[src/rtl/mult_div_unit_pkg.sv]
// Shared CPU definitions used by the multiply/divide unit.
//   funct_t / FUNCT_*  : R-type function codes that start an HI/LO operation
//   mdu_state_t        : sequencer states of the multiply/divide unit
//   mdu_op_t           : decoded operation flags handed to the datapath
package mult_div_unit_pkg;

    localparam int unsigned XLEN  = 32;
    localparam int unsigned DWIDTH = 2 * XLEN;
    localparam int unsigned CNT_W = 6;

    typedef logic [5:0] funct_t;

    localparam funct_t FUNCT_MULT  = 6'h18;
    localparam funct_t FUNCT_MULTU = 6'h19;
    localparam funct_t FUNCT_DIV   = 6'h1A;
    localparam funct_t FUNCT_DIVU  = 6'h1B;

    typedef enum logic [1:0] {
        MDU_IDLE = 2'd0,
        MDU_ITER = 2'd1,
        MDU_FIX  = 2'd2
    } mdu_state_t;

    typedef struct packed {
        logic is_div;
        logic is_signed;
    } mdu_op_t;

    // True for the four function codes that launch an operation.
    function automatic logic is_mdu_op(funct_t f);
        return (f == FUNCT_MULT) || (f == FUNCT_MULTU) ||
               (f == FUNCT_DIV)  || (f == FUNCT_DIVU);
    endfunction

    function automatic mdu_op_t decode_op(funct_t f);
        mdu_op_t op;
        op.is_div    = (f == FUNCT_DIV)  || (f == FUNCT_DIVU);
        op.is_signed = (f == FUNCT_MULT) || (f == FUNCT_DIV);
        return op;
    endfunction

endpackage

[src/rtl/mdu_datapath.sv]
// Arithmetic datapath of the multiply/divide unit: operand magnitudes,
// 64-bit accumulator, one-bit-per-cycle shift-add / restoring-divide step,
// and the sign / divide-by-zero fixup that produces the HI/LO result.
// Optional feature macro: MDU_FAST_MULT_EN (product formed at load time).
//   clk, reset_n      : clock, async active-low reset
//   load              : latch operands and clear accumulator
//   iter_en           : perform one iteration step
//   op_in             : decoded operation, sampled on load
//   a, b              : rs / rt operands, sampled on load
//   res_hi_c/res_lo_c : fixed-up result (combinational from registers)
module mdu_datapath
    import mult_div_unit_pkg::*;
(
    input  logic            clk,
    input  logic            reset_n,
    input  logic            load,
    input  logic            iter_en,
    input  mdu_op_t         op_in,
    input  logic [XLEN-1:0] a,
    input  logic [XLEN-1:0] b,
    output logic [XLEN-1:0] res_hi_c,
    output logic [XLEN-1:0] res_lo_c
);

    logic [DWIDTH-1:0] acc_q,     acc_d;
    logic [XLEN-1:0]   opnd_q,    opnd_d;    // multiplier / dividend, consumed bitwise
    logic [XLEN-1:0]   dsor_q,    dsor_d;    // multiplicand / divisor magnitude
    logic [XLEN-1:0]   a_raw_q,   a_raw_d;   // unmodified dividend for divide-by-zero
    logic              is_div_q,  is_div_d;
    logic              neg_quo_q, neg_quo_d;
    logic              neg_rem_q, neg_rem_d;
    logic              dbz_q,     dbz_d;

    logic [XLEN-1:0]   mag_a, mag_b;
    logic [XLEN:0]     trial, diff, sum;
    logic [DWIDTH-1:0] prod;

    // Next-state of operand/accumulator registers.
    always_comb begin
        acc_d     = acc_q;
        opnd_d    = opnd_q;
        dsor_d    = dsor_q;
        a_raw_d   = a_raw_q;
        is_div_d  = is_div_q;
        neg_quo_d = neg_quo_q;
        neg_rem_d = neg_rem_q;
        dbz_d     = dbz_q;

        mag_a = (op_in.is_signed && a[XLEN-1]) ? -a : a;
        mag_b = (op_in.is_signed && b[XLEN-1]) ? -b : b;

        // Divide step: shift in next dividend bit, trial-subtract divisor.
        trial = {acc_q[DWIDTH-1:XLEN], opnd_q[XLEN-1]};
        diff  = trial - {1'b0, dsor_q};
        // Multiply step: conditional add into upper half, with carry.
        sum   = {1'b0, acc_q[DWIDTH-1:XLEN]} + (opnd_q[0] ? {1'b0, dsor_q} : '0);

        if (load) begin
            opnd_d    = mag_a;
            dsor_d    = mag_b;
            a_raw_d   = a;
            is_div_d  = op_in.is_div;
            neg_quo_d = op_in.is_signed && (a[XLEN-1] ^ b[XLEN-1]);
            neg_rem_d = op_in.is_signed && a[XLEN-1];
            dbz_d     = (b == '0);
            acc_d     = '0;
`ifdef MDU_FAST_MULT_EN
            if (!op_in.is_div) begin
                acc_d = DWIDTH'(mag_a) * DWIDTH'(mag_b);
            end
`endif
        end else if (iter_en) begin
            if (is_div_q) begin
                // diff[XLEN] set means borrow: keep the shifted remainder.
                if (!diff[XLEN]) begin
                    acc_d = {diff[XLEN-1:0], acc_q[XLEN-2:0], 1'b1};
                end else begin
                    acc_d = {trial[XLEN-1:0], acc_q[XLEN-2:0], 1'b0};
                end
                opnd_d = {opnd_q[XLEN-2:0], 1'b0};
            end else begin
                acc_d  = {sum, acc_q[XLEN-1:1]};
                opnd_d = {1'b0, opnd_q[XLEN-1:1]};
            end
        end
    end

    always_ff @(posedge clk or negedge reset_n) begin
        if (!reset_n) begin
            acc_q     <= '0;
            opnd_q    <= '0;
            dsor_q    <= '0;
            a_raw_q   <= '0;
            is_div_q  <= 1'b0;
            neg_quo_q <= 1'b0;
            neg_rem_q <= 1'b0;
            dbz_q     <= 1'b0;
        end else begin
            acc_q     <= acc_d;
            opnd_q    <= opnd_d;
            dsor_q    <= dsor_d;
            a_raw_q   <= a_raw_d;
            is_div_q  <= is_div_d;
            neg_quo_q <= neg_quo_d;
            neg_rem_q <= neg_rem_d;
            dbz_q     <= dbz_d;
        end
    end

    // Sign fixup; divide-by-zero bypasses it and returns the raw dividend.
    always_comb begin
        prod     = neg_quo_q ? -acc_q : acc_q;
        res_hi_c = prod[DWIDTH-1:XLEN];
        res_lo_c = prod[XLEN-1:0];
        if (is_div_q) begin
            if (dbz_q) begin
                res_hi_c = a_raw_q;
                res_lo_c = '1;
            end else begin
                res_lo_c = neg_quo_q ? -acc_q[XLEN-1:0] : acc_q[XLEN-1:0];
                res_hi_c = neg_rem_q ? -acc_q[DWIDTH-1:XLEN] : acc_q[DWIDTH-1:XLEN];
            end
        end
    end

endmodule

[src/rtl/mult_div_unit.sv]
// Multi-cycle MULT/MULTU/DIV/DIVU engine with architectural HI/LO registers.
// Holds the sequencer, iteration counter and HI/LO; arithmetic lives in
// mdu_datapath. Optional feature macro: MDU_FAST_MULT_EN (multiply skips
// the iteration phase and finishes two cycles after acceptance).
//   clk, reset_n : clock, async active-low reset
//   start        : request strobe, honoured only while idle
//   fncode       : function code selecting the operation
//   a, b         : rs / rt operands
//   mthi, mtlo   : write wdata into HI / LO while idle
//   wdata        : MTHI/MTLO data
//   busy         : operation in flight
//   done         : one-cycle pulse, HI/LO just updated
//   hi, lo       : architectural HI / LO registers
module mult_div_unit
    import mult_div_unit_pkg::*;
(
    input  logic            clk,
    input  logic            reset_n,
    input  logic            start,
    input  funct_t          fncode,
    input  logic [XLEN-1:0] a,
    input  logic [XLEN-1:0] b,
    input  logic            mthi,
    input  logic            mtlo,
    input  logic [XLEN-1:0] wdata,
    output logic            busy,
    output logic            done,
    output logic [XLEN-1:0] hi,
    output logic [XLEN-1:0] lo
);

    localparam int unsigned ITER_LAST = XLEN - 1;

    mdu_state_t       state_q, state_d;
    logic [CNT_W-1:0] cnt_q,   cnt_d;
    logic             busy_q,  busy_d;
    logic             done_q,  done_d;
    logic [XLEN-1:0]  hi_q,    hi_d;
    logic [XLEN-1:0]  lo_q,    lo_d;

    logic            accept_c;
    logic            load_c;
    logic            iter_en_c;
    mdu_op_t         op_c;
    logic [XLEN-1:0] res_hi_c, res_lo_c;

    assign op_c     = decode_op(fncode);
    assign accept_c = start && (state_q == MDU_IDLE) && is_mdu_op(fncode);

    // State register.
    always_ff @(posedge clk or negedge reset_n) begin
        if (!reset_n) begin
            state_q <= MDU_IDLE;
        end else begin
            state_q <= state_d;
        end
    end

    // Next-state logic.
    always_comb begin
        state_d = state_q;
        case (state_q)
            MDU_IDLE: begin
                if (accept_c) begin
`ifdef MDU_FAST_MULT_EN
                    state_d = op_c.is_div ? MDU_ITER : MDU_FIX;
`else
                    state_d = MDU_ITER;
`endif
                end
            end
            MDU_ITER: begin
                if (cnt_q == CNT_W'(ITER_LAST)) begin
                    state_d = MDU_FIX;
                end
            end
            MDU_FIX:  state_d = MDU_IDLE;
            default:  state_d = MDU_IDLE;
        endcase
    end

    // Output / datapath-control logic.
    always_comb begin
        cnt_d     = cnt_q;
        hi_d      = hi_q;
        lo_d      = lo_q;
        load_c    = 1'b0;
        iter_en_c = 1'b0;
        busy_d    = (state_d != MDU_IDLE);
        done_d    = (state_q == MDU_FIX);
        case (state_q)
            MDU_IDLE: begin
                // A same-cycle start still takes the move; the result overwrites later.
                if (mthi) hi_d = wdata;
                if (mtlo) lo_d = wdata;
                if (accept_c) begin
                    load_c = 1'b1;
                    cnt_d  = '0;
                end
            end
            MDU_ITER: begin
                iter_en_c = 1'b1;
                cnt_d     = cnt_q + CNT_W'(1);
            end
            MDU_FIX: begin
                hi_d  = res_hi_c;
                lo_d  = res_lo_c;
                cnt_d = '0;
            end
            default: ;
        endcase
    end

    always_ff @(posedge clk or negedge reset_n) begin
        if (!reset_n) begin
            cnt_q  <= '0;
            busy_q <= 1'b0;
            done_q <= 1'b0;
            hi_q   <= '0;
            lo_q   <= '0;
        end else begin
            cnt_q  <= cnt_d;
            busy_q <= busy_d;
            done_q <= done_d;
            hi_q   <= hi_d;
            lo_q   <= lo_d;
        end
    end

    mdu_datapath u_datapath (
        .clk      (clk),
        .reset_n  (reset_n),
        .load     (load_c),
        .iter_en  (iter_en_c),
        .op_in    (op_c),
        .a        (a),
        .b        (b),
        .res_hi_c (res_hi_c),
        .res_lo_c (res_lo_c)
    );

    assign busy = busy_q;
    assign done = done_q;
    assign hi   = hi_q;
    assign lo   = lo_q;

endmodule

[config.mk]
export PLATFORM = sky130hd
export DESIGN_NAME = mult_div_unit
export DESIGN_NICKNAME = d
export VERILOG_FILES = /design/src/rtl/mult_div_unit_pkg.sv /design/src/rtl/mdu_datapath.sv /design/src/rtl/mult_div_unit.sv
export SDC_FILE = /design/constraint.sdc
export NUM_CORES = 1
export LEC_CHECK = 0
export ABC_AREA = 1
export CAP_MARGIN = 20
export CORE_MARGIN = 2
export CORE_UTILIZATION = 40
export DETAILED_ROUTE_END_ITERATION = 8
export PLACE_DENSITY_LB_ADDON = 0.15
export SKIP_CTS_REPAIR_TIMING = 1
export SLEW_MARGIN = 20
export SYNTH_ARGS = -nofsm -noshare
export SYNTH_HDL_FRONTEND = slang
export SYNTH_SLANG_ARGS = --single-unit
export TNS_END_PERCENT = 5
[constraint.sdc]
create_clock -name clk -period 3.5 [get_ports clk]
set_clock_uncertainty 0.05 [all_clocks]
set_input_delay 0.875 -clock clk [delete_from_list [all_inputs] [get_ports clk]]
set_output_delay 0.875 -clock clk [all_outputs]
set_load 0.01 [all_outputs]
==> out/summary.md <==
Outcome
- finished clean — run status

Synthesis
- 3582 — synthesized netlist cell count
- sky130_fd_sc_hd__dfrtp_1 — leading register cell type out of synthesis
- 0.0215 mm² — post-synth design cell area
- simple AND/OR/NAND/NOR gates — dominant combinational cell family by area after synthesis
- 6.01 µm² — per-instance average area after synthesis
- 58 — library cells used by synthesis
- 238 — synthesis-stage register bit count
- 0 — synthesis warning total
- 0 — count of flip-flops with a built-in enable after synthesis
- 0.0240 — xor/xnor share of the synthesized area
- 0.0437 — post-synthesis share of cell area spent on full adders, half adders and majority gates
- 1.00 — proportion of synthesized flip-flops having asynchronous set or reset
- 0.277 — fraction of the yosys area taken by sequential cells
- 3763 — synthesized netlist net count
- 0.379 — fraction of the mapped netlist area in simple logic gates
- 0.157 — compound-cell area share of the yosys netlist
- 0 — share of cell area taken by muxes after synthesis

Drt
- 23600 — via count of the routed design
- 0 — Routed Antenna Nets
- 2275 — violation count after the first detailed-routing iteration
- 18.6 µm — average wire length per cell after detail routing
- 0 — number of DRC violations after detailed routing
- 5.31 — routed via count divided by cell count
- 7 — number of iterations in the first detailed-routing pass
- 82500 µm — sum of routed wire length over all layers

GRT
- 0.292 — GRT Util Overall
- 22100 — vias in the first global route
- 127000 µm — wire length of the first global-routing pass
- 0 — Remaining Overflow, GRT
- 101 — pin count of the biggest net entering global routing
- 0 — antenna violations before repair

Placed design
- 64400 µm — detailed-placement wirelength estimate
- 0.986 — global placement routability congestion
- 172 — count of buffers from port buffering

Floorplanning
- 0.0535 mm² — core box area
- 236 µm — Die X-Extent
- 85 — count of standard-cell rows
- 173 — boundary pin count
- 0.0557 mm² — overall die area
- 236 µm — Die Ht
- 0.402 — initial cell density of the core

CTS
- done — TritonCTS clock tree
- sky130_fd_sc_hd__clkbuf_16 — clock root buffer
- 1 — CTS HTree Levels
- 31 — number of buffers created by CTS
- 3 — Clock Path Buffers
- 0.60 ns — clock insertion delay at the later pin of the skew report
- 238 — clock sink count
- 0.07 ns — clock transition at the register clock pins on the worst setup and hold paths after CTS

Final layout
- 16.8% — area added between synthesis and finish
- 3905 — Total Nets Final
- 0.0627 — proportion of layout cells with a drive suffix above 1
- 0 — number of diodes added for antenna fixing
- 5733 — Fillers

Setup path
- u_datapath.acc_q[54] — termination of the worst setup path
- flip-flop — Worst setup EP type
- u_datapath.opnd_q[0] — launching point of the worst reg2reg path
- u_datapath.opnd_q[0] — crit path launch
- flip-flop — Setup crit start kind
- u_datapath.acc_q[54] — endpoint of the most critical register-to-register path
- 15 — number of cells on the worst reg-to-reg path
- 3.61 ns — critical path data arrival time
- 0.34 ns — flop2flop setup slack
- flip-flop to flip-flop — classification of the worst setup path
- 31 — worst-path maximum fanout
- 3.94 ns — required time of the worst setup path

STA
- 0.316 GHz — f_max
- 0.281 — Slew Limit Headroom
- 1.08 ns — Tightest Pin Transition
- 0 — Max Slew Vio Count
- 0.904 — part of the cycle the worst path needs
- 3.16 ns — final critical path time including I/O delays and setup
- 0 — Setup violations, final
- 0 — final number of hold-violating endpoints
- 0 ns — sum of negative setup slack
- false — unrepaired setup endpoints after global routing

Min path
- primary input to async pin — Hold Crit Class

Power
- 0.0228 W — Final Power
- 909 mW/mm² — ratio of total power to cell area
- 12.5 nW — static leakage
- 506 µV — worst supply voltage drop on vdd

Flow run
- 0 — total of max-cap violations

[cells in the final DEF, fill, tap and decap left out, types with 7 or more instances in the layout]
master	count
sky130_fd_sc_hd__nor2_2	17
sky130_fd_sc_hd__xor2_1	39
sky130_fd_sc_hd__inv_2	10
sky130_fd_sc_hd__nand2_1	1125
sky130_fd_sc_hd__nand3b_1	14
sky130_fd_sc_hd__nor2_1	417
sky130_fd_sc_hd__inv_1	476
sky130_fd_sc_hd__clkinvlp_4	7
sky130_fd_sc_hd__o21ai_1	10
sky130_fd_sc_hd__nor2_4	8
sky130_fd_sc_hd__a21oi_1	229
sky130_fd_sc_hd__or2_2	9
sky130_fd_sc_hd__buf_4	66
sky130_fd_sc_hd__xnor2_1	20
sky130_fd_sc_hd__ha_1	71
sky130_fd_sc_hd__nor4_1	7
sky130_fd_sc_hd__dfrtp_1	236
sky130_fd_sc_hd__clkdlybuf4s50_1	171
sky130_fd_sc_hd__nand2_2	41
sky130_fd_sc_hd__clkbuf_16	31
sky130_fd_sc_hd__nand3_1	244
sky130_fd_sc_hd__o21ai_0	284
sky130_fd_sc_hd__nand4_1	30
sky130_fd_sc_hd__o211ai_1	14
sky130_fd_sc_hd__nor3_1	27
sky130_fd_sc_hd__o21bai_1	12
sky130_fd_sc_hd__o22ai_1	41
[through the flow]
stage                     utilization  worst slack (ns)  std cells  hold slack, ns  instance area (µm²)
after floorplan                     -             0.828       3582           0.393                21500
after global placement          0.449             0.381       4387           0.417                24000
after detailed placement        0.449             0.340       4387           0.426                24000
after CTS                       0.470             0.390       4444           0.192                25100
after global routing            0.470             0.102       4444           0.199                25100
final                           0.470             0.337       4444           0.167                25100
[report_power, final]
part / internal [W] / switching [W]
clock: 0.00208 / 0.00139
sequential: 0.00381 / 0.00111
combinational: 0.00482 / 0.00963
[worst min path at each step]
stage	cells after the start	endpoint	startpoint
finish	1	u_datapath.acc_q[35]	reset_n
floorplan	2	u_datapath.a_raw_q[0]	u_datapath.a_raw_q[0]
global route	1	u_datapath.acc_q[35]	reset_n
global placement	2	lo[20]	lo[20]
CTS	1	u_datapath.acc_q[36]	reset_n
detailed placement	2	lo[0]	lo[0]
[per-layer routing]
metal / track usage / vias to the layer above / wire length [µm]
li1: - / 11700 / -
met1: 0.415 / 10800 / 37500
met2: 0.440 / 894 / 34700
met5: 0 / - / 0
met3: 0.0414 / 152 / 6410
met4: 0.125 / 0 / 3930
[kinds of logic after synthesis]
| logic type | after synthesis |
|---|---|
| flip-flops | 238 |
| AO/OA/AOI/OAI | 629 |
| AND/OR/NAND/NOR | 1957 |
| buffers and inverters | 625 |
| XOR/XNOR | 59 |
| adder cells (fa/ha/maj) | 74 |
[Yosys cell counts, drive strengths merged (2+ instances only)]
| master | instances | area [µm²] |
|---|---|---|
| dfrtp | 238 | 5960 |
| fa | 2 | 40.0 |
| o2111ai | 3 | 26.3 |
| a21oi | 232 | 1170 |
| xnor2 | 20 | 175 |
| and2 | 6 | 37.5 |
| ha | 72 | 901 |
| a32oi | 6 | 52.6 |
| nor3b | 2 | 20.0 |
| a22oi | 2 | 15.0 |
| xor2 | 39 | 342 |
| nand3 | 250 | 1280 |
| clkinv | 3 | 11.3 |
| buf | 54 | 334 |
| o211ai | 14 | 105 |
| a31oi | 5 | 31.3 |
| or2 | 9 | 56.3 |
| nor2 | 442 | 1760 |
| nor3 | 28 | 151 |
| nand2 | 1168 | 4500 |
| o311ai | 2 | 17.5 |
| o21a | 5 | 37.5 |
| o22ai | 41 | 257 |
| o21ai | 299 | 1520 |
| nand4 | 31 | 200 |
| clkbuf | 80 | 372 |
| o21bai | 12 | 90.1 |
| o41ai | 2 | 17.5 |
| nor4 | 7 | 43.8 |
| nand3b | 14 | 105 |
| inv | 487 | 1830 |
[worst max-delay path, cell delays in order (launching register included)]
cell and delay, ns:
sky130_fd_sc_hd__dfrtp_1 0.51, sky130_fd_sc_hd__buf_4 0.43, sky130_fd_sc_hd__nand2_1 0.10, sky130_fd_sc_hd__inv_1 0.08, sky130_fd_sc_hd__ha_1 0.27, sky130_fd_sc_hd__a21oi_1 0.29, sky130_fd_sc_hd__nor2_1 0.07, sky130_fd_sc_hd__nor2_1 0.22
sky130_fd_sc_hd__nand2_1 0.12, sky130_fd_sc_hd__nand2_1 0.07, sky130_fd_sc_hd__nand2_1 0.14, sky130_fd_sc_hd__nand3_1 0.12, sky130_fd_sc_hd__nand2_1 0.11, sky130_fd_sc_hd__or2_2 0.29, sky130_fd_sc_hd__nand3_1 0.08, sky130_fd_sc_hd__nand3_1 0.07
[state kept, by name, summed over array words and instances, names as in the netlist, 2 cells and up]
register and flops:
u_datapath.opnd_q 32, state_q 2, u_datapath.a_raw_q 32, cnt_q 6
lo 32, u_datapath.acc_q 64, u_datapath.dsor_q 32, hi 32
[cell type report]
class	count	area, µm²	share of cell area
clock buffers	38	842	0.0335
clock inverters	19	256	0.0102
inverters	490	1840	0.0733
multi-input cells	2719	13000	0.518
flip-flops and latches	238	5960	0.237
well taps	696	871	0.0347
repair buffers	244	2340	0.0932
(Power assumes the default switching activity.)
